--- config.mk ---
export PLATFORM = sky130hd
export DESIGN_NAME = pb_event_queue
export DESIGN_NICKNAME = d
export VERILOG_FILES = /design/src/rtl/pb_pkg.sv /design/src/rtl/pb_event_fifo.sv /design/src/rtl/pb_event_queue.sv
export SDC_FILE = /design/constraint.sdc
export NUM_CORES = 1
export LEC_CHECK = 0
export ABC_AREA = 1
export BUFFER_PORTS_ARGS = -buffer_cell sky130_fd_sc_hd__buf_2
export CORE_ASPECT_RATIO = 1.25
export CORE_MARGIN = 1.5
export CORE_UTILIZATION = 35
export DETAILED_ROUTE_END_ITERATION = 8
export SETUP_SLACK_MARGIN = 0.2
export SLEW_MARGIN = 15
export SYNTH_ARGS = -nofsm -noshare
export SYNTH_HDL_FRONTEND = slang
export SYNTH_HIERARCHICAL = 1
export SYNTH_SLANG_ARGS = --single-unit
--- constraint.sdc ---
create_clock -name clock -period 2.63 [get_ports clock]
set_input_delay 0.1315 -clock clock [delete_from_list [all_inputs] [get_ports clock]]
set_output_delay 0.1315 -clock clock [all_outputs]
set_load 0.02 [all_outputs]
--- src/rtl/pb_pkg.sv ---
// Shared types for the button event queue: FSM state encoding and event width.
package pb_pkg;

    typedef enum logic [1:0] {
        IDLE     = 2'd0,
        HELD     = 2'd1,
        WAIT_REL = 2'd2
    } state_t;

    // Queued event layout is {long, code}, so one bit wider than the button index.
    function automatic int ev_width(input int num_pb);
        return $clog2(num_pb) + 1;
    endfunction

endpackage

--- src/rtl/pb_event_fifo.sv ---
// First-word-fall-through FIFO holding press events; head is valid whenever non-empty.
module pb_event_fifo #(
    parameter int WIDTH = 3,
    parameter int DEPTH = 4
) (
    input  logic                       clock,
    input  logic                       reset_n,
    input  logic                       push,
    input  logic [WIDTH-1:0]           push_data,
    input  logic                       pop,
    output logic [WIDTH-1:0]           head,
    output logic                       full,
    output logic                       empty,
    output logic [$clog2(DEPTH+1)-1:0] count
);

    localparam int PW = $clog2(DEPTH);

    logic [WIDTH-1:0] mem [DEPTH];
    logic [PW-1:0]    wr_ptr;
    logic [PW-1:0]    rd_ptr;
    logic             do_push;
    logic             do_pop;

    assign empty   = (count == '0);
    assign full    = (count == ($clog2(DEPTH+1))'(DEPTH));
    assign do_pop  = pop && !empty;
    assign do_push = push && (!full || do_pop);
    assign head    = empty ? '0 : mem[rd_ptr];

    // NOTE: storage is not reset; the empty gating on head hides stale entries.
    always_ff @(posedge clock) begin
        if (do_push) mem[wr_ptr] <= push_data;
    end

    always_ff @(posedge clock or negedge reset_n) begin
        if (!reset_n) begin
            wr_ptr <= '0;
            rd_ptr <= '0;
            count  <= '0;
        end else begin
            if (do_push) wr_ptr <= wr_ptr + PW'(1);
            if (do_pop)  rd_ptr <= rd_ptr + PW'(1);
            if (do_push && !do_pop)      count <= count + 1'b1;
            else if (do_pop && !do_push) count <= count - 1'b1;
        end
    end

endmodule

--- src/rtl/pb_event_queue.sv ---
// Turns debounced button levels into short/long press events reported on release,
// buffered in a small FWFT queue for the game sequencer.
module pb_event_queue
    import pb_pkg::*;
#(
    parameter int NUM_PB      = 4,
    parameter int LONG_CYCLES = 25_000_000,
    parameter int DEPTH       = 4
) (
    input  logic                      clock,
    input  logic                      reset_n,
    input  logic [NUM_PB-1:0]         pb_state,
    input  logic                      ev_ready,
    output logic                      ev_valid,
    output logic [$clog2(NUM_PB)-1:0] ev_code,
    output logic                      ev_long,
    output logic                      hold_active,
    output logic [$clog2(NUM_PB)-1:0] hold_code,
    output logic                      overflow,
    input  logic                      overflow_clr
);

    localparam int CW    = $clog2(NUM_PB);
    localparam int EV_W  = ev_width(NUM_PB);
    localparam int CNT_W = $clog2(LONG_CYCLES + 1);
    localparam logic [CNT_W-1:0] LONG_MAX = CNT_W'(LONG_CYCLES);

    function automatic logic [CW-1:0] lowest_set(input logic [NUM_PB-1:0] v);
        lowest_set = '0;
        for (int i = NUM_PB - 1; i >= 0; i--) begin
            if (v[i]) lowest_set = CW'(i);
        end
    endfunction

    state_t                     state;
    logic [CW-1:0]              code_q;
    logic [CNT_W-1:0]           hold_cnt;
    logic [CNT_W-1:0]           cnt_next;
    logic                       released;
    logic                       pop;
    logic                       full;
    logic                       empty;
    logic [$clog2(DEPTH+1)-1:0] count;
    logic [EV_W-1:0]            push_data;
    logic [EV_W-1:0]            head_data;

    // The release cycle itself counts towards the hold, hence the look-ahead value.
    assign cnt_next  = (hold_cnt == LONG_MAX) ? LONG_MAX : hold_cnt + CNT_W'(1);
    assign released  = (state == HELD) && !pb_state[code_q];
    assign push_data = {cnt_next >= LONG_MAX, code_q};
    assign pop       = ev_ready && (count != '0);

    // NOTE: state registers use non-blocking assignments so every update sees pre-edge values.
    always_ff @(posedge clock or negedge reset_n) begin
        if (!reset_n) begin
            state    <= WAIT_REL;
            code_q   <= '0;
            hold_cnt <= '0;
        end else begin
            case (state)
                IDLE: begin
                    if (|pb_state) begin
                        code_q   <= lowest_set(pb_state);
                        hold_cnt <= '0;
                        state    <= HELD;
                    end
                end
                HELD: begin
                    if (released) state    <= (|pb_state) ? WAIT_REL : IDLE;
                    else          hold_cnt <= cnt_next;
                end
                WAIT_REL: begin
                    if (!(|pb_state)) state <= IDLE;
                end
                default: state <= WAIT_REL;
            endcase
        end
    end

    // A drop and a clear in the same cycle leave the flag set.
    always_ff @(posedge clock or negedge reset_n) begin
        if (!reset_n)                        overflow <= 1'b0;
        else if (released && full && !pop)   overflow <= 1'b1;
        else if (overflow_clr)               overflow <= 1'b0;
    end

    pb_event_fifo #(
        .WIDTH (EV_W),
        .DEPTH (DEPTH)
    ) u_fifo (
        .clock     (clock),
        .reset_n   (reset_n),
        .push      (released),
        .push_data (push_data),
        .pop       (pop),
        .head      (head_data),
        .full      (full),
        .empty     (empty),
        .count     (count)
    );

    assign ev_valid    = !empty;
    assign ev_code     = head_data[CW-1:0];
    assign ev_long     = head_data[CW];
    assign hold_active = (state == HELD);
    assign hold_code   = code_q;

endmodule

After elaboration in Yosys (flattened, before gate mapping) --
Memories as Yosys holds them, arrays and structs flattened. Cells that the tools add are included.
Storage, ports and cells: flip-flop bits (word level) 37, memory bits (writable) 12, input bits 8, output and inout bits 8, logic and storage cells 70, memories 1
Operators by class: add/sub/neg operators 5, $lt $le $gt $ge 2, equality and inequality tests 8, mux-type cells 22, reduce and logical (&&, ||, !) cells 25
Memories:
- u_fifo.mem | words 4, width 3, rd ports 1, clocked after Yosys merged registers in 0, wr ports 1, line pb_event_fifo.sv:19 | logic [WIDTH-1:0] mem [DEPTH];
Operators by type and width (count):
- $mux W25 | 3
- $pmux W25 S2 | 1
- $add A25 B1 Y25 const B | 1
- $eq A25 B25 Y1 const B | 1
- $ge A25 B25 Y1 const B | 1
- $mux W2 | 8
- $mux W3 | 3
- $logic_and A1 B1 Y1 | 8
- $logic_not A1 Y1 | 6
- $ne A2 B2 Y1 const B | 3
- $pmux W2 S3 | 1
- $reduce_and A3 Y1 | 2
- $reduce_bool A2 Y1 | 3
- $mux W1 | 5
- $add A2 B1 Y2 const B | 2
- $reduce_or A4 Y1 | 1
- $add A3 B1 Y3 const B | 1
- $eq A3 B3 Y1 const B | 1
- $logic_not A3 Y1 | 1
- $lt A2 B3 Y1 const B | 1
- $reduce_bool A3 Y1 | 1
- $sub A3 B1 Y3 const B | 1
- $bmux W1 S2 | 1
- $eq A2 B1 Y1 const B | 1
- other kinds (5) | 5

Logic depth before layout (Yosys ltp) --
Gate-level depths: netlist of the first run.
depth after elaboration 9, gate-level depth with buffers 15

Hierarchy --
The synthesis of the first run kept the hierarchy.
By module, submodules not included:
- pb_event_queue | instances 1, cells each 332, area each 2275.9 µm², seq. area each 752.0 µm²
- pb_event_fifo | instances 1, cells each 106, area each 989.7 µm², seq. area each 535.5 µm²

Least setup slack after synthesis of the first run --
OpenSTA, ideal clock, no wires.
path type flip-flop to flip-flop, from register code_q[0] (netlist: hold_code[0]), to register u_fifo.count[2], library setup time 117 ps, arrival time 2169 ps, required time 2513 ps, slack 344 ps, cell stages (with the launch flop) 15, path buffers 0, clock period less this slack 2286 ps, cell sequence dfrtp_1 -> a21oi_1 -> o21ai_0 -> nand2_1 -> inv_1 -> nor3_1 -> nand2_4 -> inv_1 -> ha_1 -> inv_1 -> fa_1 -> nand2_1 -> nand3_1 -> nand2_1 -> nand2_1
Between the ends: word-level cells in the longest chain between the ends 8, elaborated cells on any way between the ends 10
RTL lines:
- start, declared | line pb_event_queue.sv:36 | logic [CW-1:0] code_q;
- start signal, assigned | line pb_event_queue.sv:63 | code_q <= lowest_set(pb_state);
- $bmux W1 S2 * | line pb_event_queue.sv:49 | assign released = (state == HELD) && !pb_state[code_q];
- $mux W1 (implied by the code) * | line pb_event_queue.sv:49
- $logic_not A1 Y1 * | line pb_event_queue.sv:49
- $logic_and A1 B1 Y1 * | line pb_event_queue.sv:49
- via released | line pb_event_queue.sv:39 | logic released;
- $logic_and A1 B1 Y1 * | line pb_event_fifo.sv:28 | assign do_push = push && (!full || do_pop);
- via u_fifo.do_push | line pb_event_fifo.sv:22 | logic do_push;
- $logic_not A1 Y1 | line pb_event_fifo.sv:45 | else if (do_pop && !do_push) count <= count - 1'b1;
- $logic_and A1 B1 Y1 | line pb_event_fifo.sv:45
- $reduce_bool A2 Y1 (no line)
- end signal, assigned | line pb_event_fifo.sv:44 | if (do_push && !do_pop) count <= count + 1'b1;
- end signal, assigned | line pb_event_fifo.sv:45
- end, declared | line pb_event_fifo.sv:14 | output logic [$clog2(DEPTH+1)-1:0] count
The timed path passes the listed nets; every way through them passes the cells marked *. The select of a mux whose other input is x is not followed. A chain may end at the register's enable or synchronous reset.

Worst setup path in the final report of the first run --
from register u_fifo.count[1], to register u_fifo.count[1]
Between the ends: word-level cells in the longest chain between the ends 8, elaborated cells on any way between the ends 18
RTL lines:
- $reduce_bool A3 Y1 * | line pb_event_queue.sv:51 | assign pop = ev_ready && (count != '0);
- $logic_and A1 B1 Y1 * | line pb_event_queue.sv:51
- via pop | line pb_event_queue.sv:40 | logic pop;
- $logic_and A1 B1 Y1 * | line pb_event_fifo.sv:27 | assign do_pop = pop && !empty;
- $logic_or A1 B1 Y1 * | line pb_event_fifo.sv:28
- $logic_and A1 B1 Y1 * | line pb_event_fifo.sv:28
- via u_fifo.do_push | line pb_event_fifo.sv:22
- $logic_not A1 Y1 | line pb_event_fifo.sv:45
- $logic_and A1 B1 Y1 | line pb_event_fifo.sv:45
- $reduce_bool A2 Y1 (no line)
Marks and branches as above.

==> flow_summary_export.csv, run 1 <==
group,metric,value,unit
synthesis,synth_top_area_share,27.6,%
layout,drive_gt1_share,15.3,%
route,wl_per_cell,12.3,µm
hold_path,hold_class,"in -> reg",
sta,finalCritPeriodShare,85.2,%
setup_path,cp-start-kind,"flop",
sta,setup_tns,0,ns
grt,antenna_found_initial,0,
sta,worst_slew_pin_slew,0.868,ns
placed_design,dpl_cell_area,3470,µm²
setup_path,critPathMaxFanout,7,
cts,htree_levels,2,
sta,hold_viol_final,0,
synthesis,yosys-top-cells-area,"dfrtp_1 (28%), nand2_1 (14%), edfxtp_1 (11%)",
cts,cts_sinks,49,
synthesis,synthesis.nets,454,
cts,worstSkewPairLatency,0.29,ns
power_and_ir_drop,p_leak,1.85,nW
route,post_drt_via_cell_ratio,4.67,
setup_path,worstPathArrival,2.42,ns
synthesis,ys_seq_area_share,39.4,%
sta,period_minus_slack,2.24,ns
sta,final.setup.worst_slack,0.390,ns
floorplan,rows,39,
layout,num_antenna_cells,0,
route,drtIter0Drc,104,
grt,grt_pass1_vias,2612,
grt,grt_start_max_net_pins,38,
floorplan,coreArea,9130,µm²
placed_design,dp_cells,571,
route,drc,0,
floorplan,start_util,35.8,%
cts,cts_tree,"yes",
route,drt-total-wl,7150,µm
synthesis,yosys_warnings,6,
sta,drv_slew,0,
grt,grt_pass1_wl,12000,µm
outcome,outcome,"finished clean",
floorplan,die_h,111,µm
cts,cts_buffer_depth,2,
grt,grt-ovfl-total,0,
cts,cts-root-buf,"clkbuf_16",
power_and_ir_drop,vdd_drop_max,0.000438,V
cts,clkTransAtPathRegs,0.07,ns
layout,stdcell_count,582,
route,vias,2719,
sta,setup_violations,0,
sta,slew-limit-headroom,42.1,%
floorplan,ioPinCount,16,
route,ant_nets,0,
placed_design,port_buffers,15,
sta,clock_skew,0.00502,ns
placed_design,gp_congestion,0.866,
synthesis,syn_area,3270,µm²
setup_path,criticalPathCategory,"reg -> reg",
power_and_ir_drop,pwr_density_cell,739,nW/µm²
layout,fin_area,3670,µm²
sta,clock.fmax,446,MHz
job,maxCapViolCount,0,
synthesis,yosysTopAreaCell,"dfrtp_1",
floorplan,die_area,9920,µm²
grt,gr-usage-all-layers,15.4,%
layout,areaGrowthSynthToFinish,12.3,%
setup_path,cp.required,2.81,ns
synthesis,syn_inst,438,
synthesis,synth_edf_count,12,
route,drtPass1Iterations,4,
sta,rsz0062_at_grt,"false",
cts,cts_buffers,5,
placed_design,pre_cts_slack,0.384,ns
setup_path,cp-end-kind,"flop",
synthesis,ys_types,36,
placed_design,dpl.hpwl,5530,µm
sta,whs,0.0348,ns
layout,finalNetCount,474,
synthesis,ys_ff_latch,49,
synthesis,async_flop_share,75.5,%
synthesis,ys.flop_type,"dfrtp_1",
synthesis,synth.avg_cell_area,7.46,µm²
floorplan,fp.dieW,89.4,µm
-- synthesized netlist by cell type, drive strengths merged, types with 3 or more instances --
library cell  instances
o21ai                22
xnor2                 3
o22ai                10
inv                  76
dfrtp                36
edfxtp               12
nand3                46
nand2               137
clkbuf                3
xor2                  4
nor2                 50
buf                   6
nand4                 6
a21oi                 7
ha                    7
-- worst paths after layout --
check,to,depth (start not counted),start,slack [ns]
min in group asynchronous,u_fifo/rd_ptr[0],2,reset_n,0.49
hold reg to reg,state[1],2,state[1],0.50
hold / removal,overflow,2,overflow_clr,0.03
setup reg to reg,u_fifo/count[1],11,u_fifo/count[1],0.39
setup / recovery,u_fifo/count[1],11,u_fifo/count[1],0.39
max in group asynchronous,hold_code[1],2,reset_n,1.53
-- registers in the layout, summed over array words and instances, names as in the netlist --
signal         count
hold_code          2
hold_cnt          25
u_fifo/rd_ptr      2
u_fifo/mem        12
u_fifo/count       3
u_fifo/wr_ptr      2
state              2
overflow           1
-- per-stage QoR --
stage / util (%) / total power [W]
floorplan: - / 0.00173
global placement: 38.1 / 0.00194
detailed placement: 38.1 / 0.00197
CTS: 40.0 / 0.00271
global route: 40.2 / 0.00292
finish: 40.2 / 0.00271
-- routing by layer --
layer | share of wire, % | global-route usage, % | up-vias
met5 | 0 | 0 | -
met4 | 0.81 | 3.18 | 0
met3 | 3.1 | 2.61 | 6
met2 | 53 | 28.0 | 41
met1 | 43 | 18.6 | 1248
li1 | - | - | 1424
-- what timing repair did --
item | CTS | global route
resized for setup | 0 | 3
setup endpoints to repair | 0 | 2
endpoints found under the hold margin | 9 | 0
hold buffers | 1 | 0
setup buffers | 0 | 2
-- layout make-up --
cell class                 count  area [µm²]
clock inverter                 3        41.3
inverter                      76         288
multi-input combinational    304        1640
clock buffer                   5         125
sequential                    49        1290
tap                          123         154
timing repair buffer          22         130
fill                         939        5460
-- power breakdown --
part,total [W],switching (W),internal (W)
Combinational,0.000919,0.000594,0.000325
Clock,0.000726,0.000281,0.000446
Sequential,0.00107,0.000155,0.000910
-- cell usage in the layout, fill, tap and decap left out, types with 3 or more instances in the layout --
master,Yosys,layout
nand3_1,40,40
nand4_1,6,6
a21oi_1,7,7
nand3_2,6,6
clkbuf_16,0,5
o22ai_1,10,10
buf_4,2,6
nand2_1,119,119
xor2_1,4,4
nand2_4,6,6
dfrtp_1,36,34
o21ai_0,20,20
buf_2,3,15
nor2_4,6,6
inv_1,74,74
nor2_8,4,4
nor2_1,39,38
ha_1,7,7
nand2_2,12,12
edfxtp_1,12,12
xnor2_1,3,3
-- critical path: stages (launching register included) --
cell	delay [ns]
dfrtp_1	0.46
o31ai_1	0.36
inv_1	0.13
inv_1	0.08
nand3_2	0.11
nand2_4	0.11
inv_1	0.05
ha_1	0.20
inv_1	0.08
fa_1	0.42
nand2_1	0.08
nand2_1	0.04
-- cell families after synthesis --
| logic type | count (synthesis) | synth area share, % |
|---|---|---|
| AND/OR/NAND/NOR | 245 | 37.4 |
| flip-flops | 49 | 39.4 |
| XOR/XNOR | 7 | 1.88 |
| adder cells (fa/ha/maj) | 8 | 3.29 |
| AO/OA/AOI/OAI | 44 | 7.55 |
| buffers and inverters | 85 | 10.4 |
Power figures use the tool's default switching activity.
==> run 2, diff against run 1 <==
--- a/config.mk
+++ b/config.mk
@@ -5,7 +5,6 @@
 export SDC_FILE = /design/constraint.sdc
 export NUM_CORES = 1
 export LEC_CHECK = 0
-export ABC_AREA = 1
 export BUFFER_PORTS_ARGS = -buffer_cell sky130_fd_sc_hd__buf_2
 export CORE_ASPECT_RATIO = 1.25
 export CORE_MARGIN = 1.5
==> constraint.sdc (replaced) <==
create_clock -name clock -period 2.63 [get_ports clock]
set_input_delay 0.1315 -clock clock [delete_from_list [all_inputs] [get_ports clock]]
set_output_delay 0.1315 -clock clock [all_outputs]
set_load 0.1 [all_outputs]
==> run 2 against run 1 <==
  * Synthesized cell count shrank 30%
  * Combinational power grew 41%
  * Sequential cell count stayed put
  * First-iteration DRC count is 17% higher
  * Non-clock buffer count up 18
  * Sequential power about the same
  * Critical endpoint is now u_fifo/mem[2][2]
==> flow_summary_export.csv, run 2 <==
group,metric,value,unit
synthesis,synth_top_area_share,30.9,%
hold_path,hold_path_depth,3,
synthesis,synth.avg_cell_area,9.56,µm²
sta,clock.fmax,417,MHz
sta,hold_viol_final,0,
hold_path,hold_end,"overflow",
setup_path,r2r_cells,7,
layout,fillCellCount,804,
cts,htree_levels,2,
synthesis,ys_ff_latch,49,
setup_path,cp_cell_sequence,"ha_2 -> nand3_2 -> or4_4 -> or4_4 -> o211ai_2 -> a21oi_2 -> o41ai_4",
cts,worstSkewPairLatency,0.31,ns
synthesis,ys_seq_area_share,44.2,%
floorplan,die_h,105,µm
power_and_ir_drop,vdd_drop_max,0.000977,V
floorplan,rows,37,
floorplan,die_area,8890,µm²
synthesis,syn_inst,305,
power_and_ir_drop,p_leak,1.34,nW
sta,final.setup.worst_slack,0.231,ns
power_and_ir_drop,pwr_density_cell,840,nW/µm²
layout,multi_input_area,1530,µm²
synthesis,syn_area,2920,µm²
synthesis,ys.flop_type,"dfrtp_1",
power_and_ir_drop,switchingPower,0.00127,W
sta,drv_slew,0,
layout,largest_reg_flops,25,
layout,reg_top3,"hold_cnt: 25 flops, u_fifo/mem: 12 flops, u_fifo/count: 3 flops",
sta,setup_tns,0,ns
setup_path,worst-path-buf-inv,0,
layout,final_cell_mix,"o21ai_0 (36), dfrtp_1 (36), nor2_1 (25)",
layout,top_register,"hold_cnt",
job,maxCapViolCount,0,
sta,clock_skew,0.0105,ns
placed_design,port_buffers,15,
sta,period_minus_slack,2.40,ns
cts,cts_buffer_depth,2,
setup_path,cp-end-kind,"flop",
setup_path,slowest_delay,0.53,ns
power_and_ir_drop,sw_frac_of_total,45.2,%
power_and_ir_drop,pwr-share-seq,37.1,%
hold_path,hold_start,"overflow_clr",
placed_design,gp_congestion,0.817,
grt,gr-usage-all-layers,15.4,%
outcome,outcome,"finished clean",
synthesis,yosys-top-cells-area,"dfrtp_1 (31%), edfxtp_1 (12%), o21ai_0 (6.2%)",
synthesis,async_flop_share,75.5,%
route,wl_per_cell,14.9,µm
route,drt-total-wl,6390,µm
sta,whs,0.120,ns
placed_design,dpl.hpwl,4360,µm
synthesis,synthesis.nets,321,
power_and_ir_drop,power_frac_clock,16.8,%
cts,clkTransAtPathRegs,0.10,ns
grt,antenna_found_initial,0,
power_and_ir_drop,combPwrFrac,46.1,%
cts,cts_tree,"yes",
power_and_ir_drop,internal-power,0.00154,W
setup_path,regToRegEndpoint,"u_fifo/mem[2][2]",
setup_path,path_delay_family,"simple AND/OR/NAND/NOR gates",
layout,finalNetCount,348,
sta,setup_violations,0,
cts,cts_sinks,49,
hold_path,hold_class,"in -> reg",
sta,worst_slew_pin_slew,0.875,ns
synthesis,ys_types,57,
setup_path,criticalPathCategory,"reg -> reg",
grt,grt_start_max_net_pins,38,
layout,register_area,1290,µm²
layout,drive_gt1_share,21.9,%
floorplan,coreArea,8150,µm²
cts,cts-root-buf,"clkbuf_8",
layout,num_antenna_cells,0,
route,drtPass1Iterations,4,
synthesis,yosysTopAreaCell,"dfrtp_1",
floorplan,fp.dieW,84.6,µm
setup_path,rrSetupSlack,0.23,ns
placed_design,pre_cts_slack,0.00315,ns
floorplan,start_util,35.8,%
setup_path,critPathMaxFanout,5,
route,drtIter0Drc,122,
sta,slew-limit-headroom,41.7,%
setup_path,worstReg2RegStart,"hold_cnt[1]",
layout,areaGrowthSynthToFinish,15.0,%
grt,grt_pass1_vias,2361,
synthesis,ys_top_cells_by_count,"dfrtp_1 (36), o21ai_0 (36), nor2_1 (25)",
route,drc,0,
sta,rsz0062_at_grt,"true",
synthesis,synth_edf_count,12,
floorplan,ioPinCount,16,
grt,grt-ovfl-total,0,
setup_path,cp_common_cell,"or4_4",
setup_path,cp.required,2.72,ns
cts,cts_buffers,5,
setup_path,cp-start-kind,"flop",
setup_path,worstPathArrival,2.49,ns
grt,grt_pass1_wl,11200,µm
setup_path,cp_slowest_cell,"or4_4",
synthesis,yosys_warnings,6,
power_and_ir_drop,power,0.00282,W
sta,finalCritPeriodShare,91.2,%
route,ant_nets,0,
route,post_drt_via_cell_ratio,5.45,
route,vias,2344,
==> run 2: power groups by stage <==
| stage | Sequential [W] | Combinational (W) | Clock, W |
|---|---|---|---|
| after floorplan | 0.00104 | 0.00104 | 0 |
| after global placement | 0.00106 | 0.00125 | 0 |
| after detailed placement | 0.00107 | 0.00127 | 0 |
| after CTS | 0.00105 | 0.00129 | 0.000489 |
| after global routing | 0.00107 | 0.00141 | 0.000520 |
| final | 0.00104 | 0.00130 | 0.000473 |
==> run 2: kinds of logic after synthesis <==
kind of cell / count (synthesis) / share of synthesized area (%)
mux: 8 / 4.68
buf+inv: 34 / 5.06
fa+ha+maj: 8 / 3.69
simple gates: 121 / 22.9
flops: 49 / 44.2
compound gates: 74 / 16.2
xor+xnor: 11 / 3.30
==> run 2: worst max-delay path by stage <==
stage	start	end	slack (ns)	cells after the start
3_5_place_dp	hold_cnt[1]	u_fifo/mem[0][2]	0.003	6
2_1_floorplan	state[0]	u_fifo/count[2]	0.18	9
5_1_grt	hold_cnt[1]	u_fifo/mem[2][2]	0.09	7
4_1_cts	hold_cnt[0]	u_fifo/mem[0][2]	0.19	7
3_3_place_gp	hold_cnt[1]	u_fifo/mem[1][2]	0.14	6
6_report	hold_cnt[1]	u_fifo/mem[2][2]	0.23	7
==> run 2: metal layers <==
metal / GRT usage, % / vias to the layer above / wire length (µm)
met4: 3.46 / 0 / 48
met3: 2.84 / 6 / 128
met5: 0 / - / 0
met1: 18.8 / 1160 / 2880
met2: 27.8 / 25 / 3340
li1: - / 1153 / -
==> run 2: worst reg2reg max path, stage by stage, from the launching register on <==
cell	delay, ns
dfrtp_1	0.37
ha_2	0.20
nand3_2	0.08
or4_4	0.53
or4_4	0.50
o211ai_2	0.08
a21oi_2	0.06
o41ai_4	0.37
==> run 2: area by class of cell <==
cell class              count  share of cell area [%]
clock inverters             3                   0.746
well taps                  97                    3.62
repair buffers             40                    7.91
clock buffers               5                    2.05
inverters                  14                    1.57
multi-input cells         222                    45.7
flip-flops and latches     49                    38.4
==> run 2: metrics by stage <==
step / utilization [%] / cells / cell area, µm²
2_1_floorplan: - / 305 / 2950
3_3_place_gp: 39.1 / 416 / 3190
3_5_place_dp: 39.1 / 416 / 3190
4_1_cts: 41.0 / 428 / 3340
5_1_grt: 41.2 / 430 / 3350
6_report: 41.2 / 430 / 3350
==> run 2: timing repair <==
item	CTS	global route
buffers inserted	3	2
pin swaps	1	1
endpoints found under the hold margin	36	0
resized for setup	4	0
hold buffers	1	0
endpoints found under the setup margin	4	5
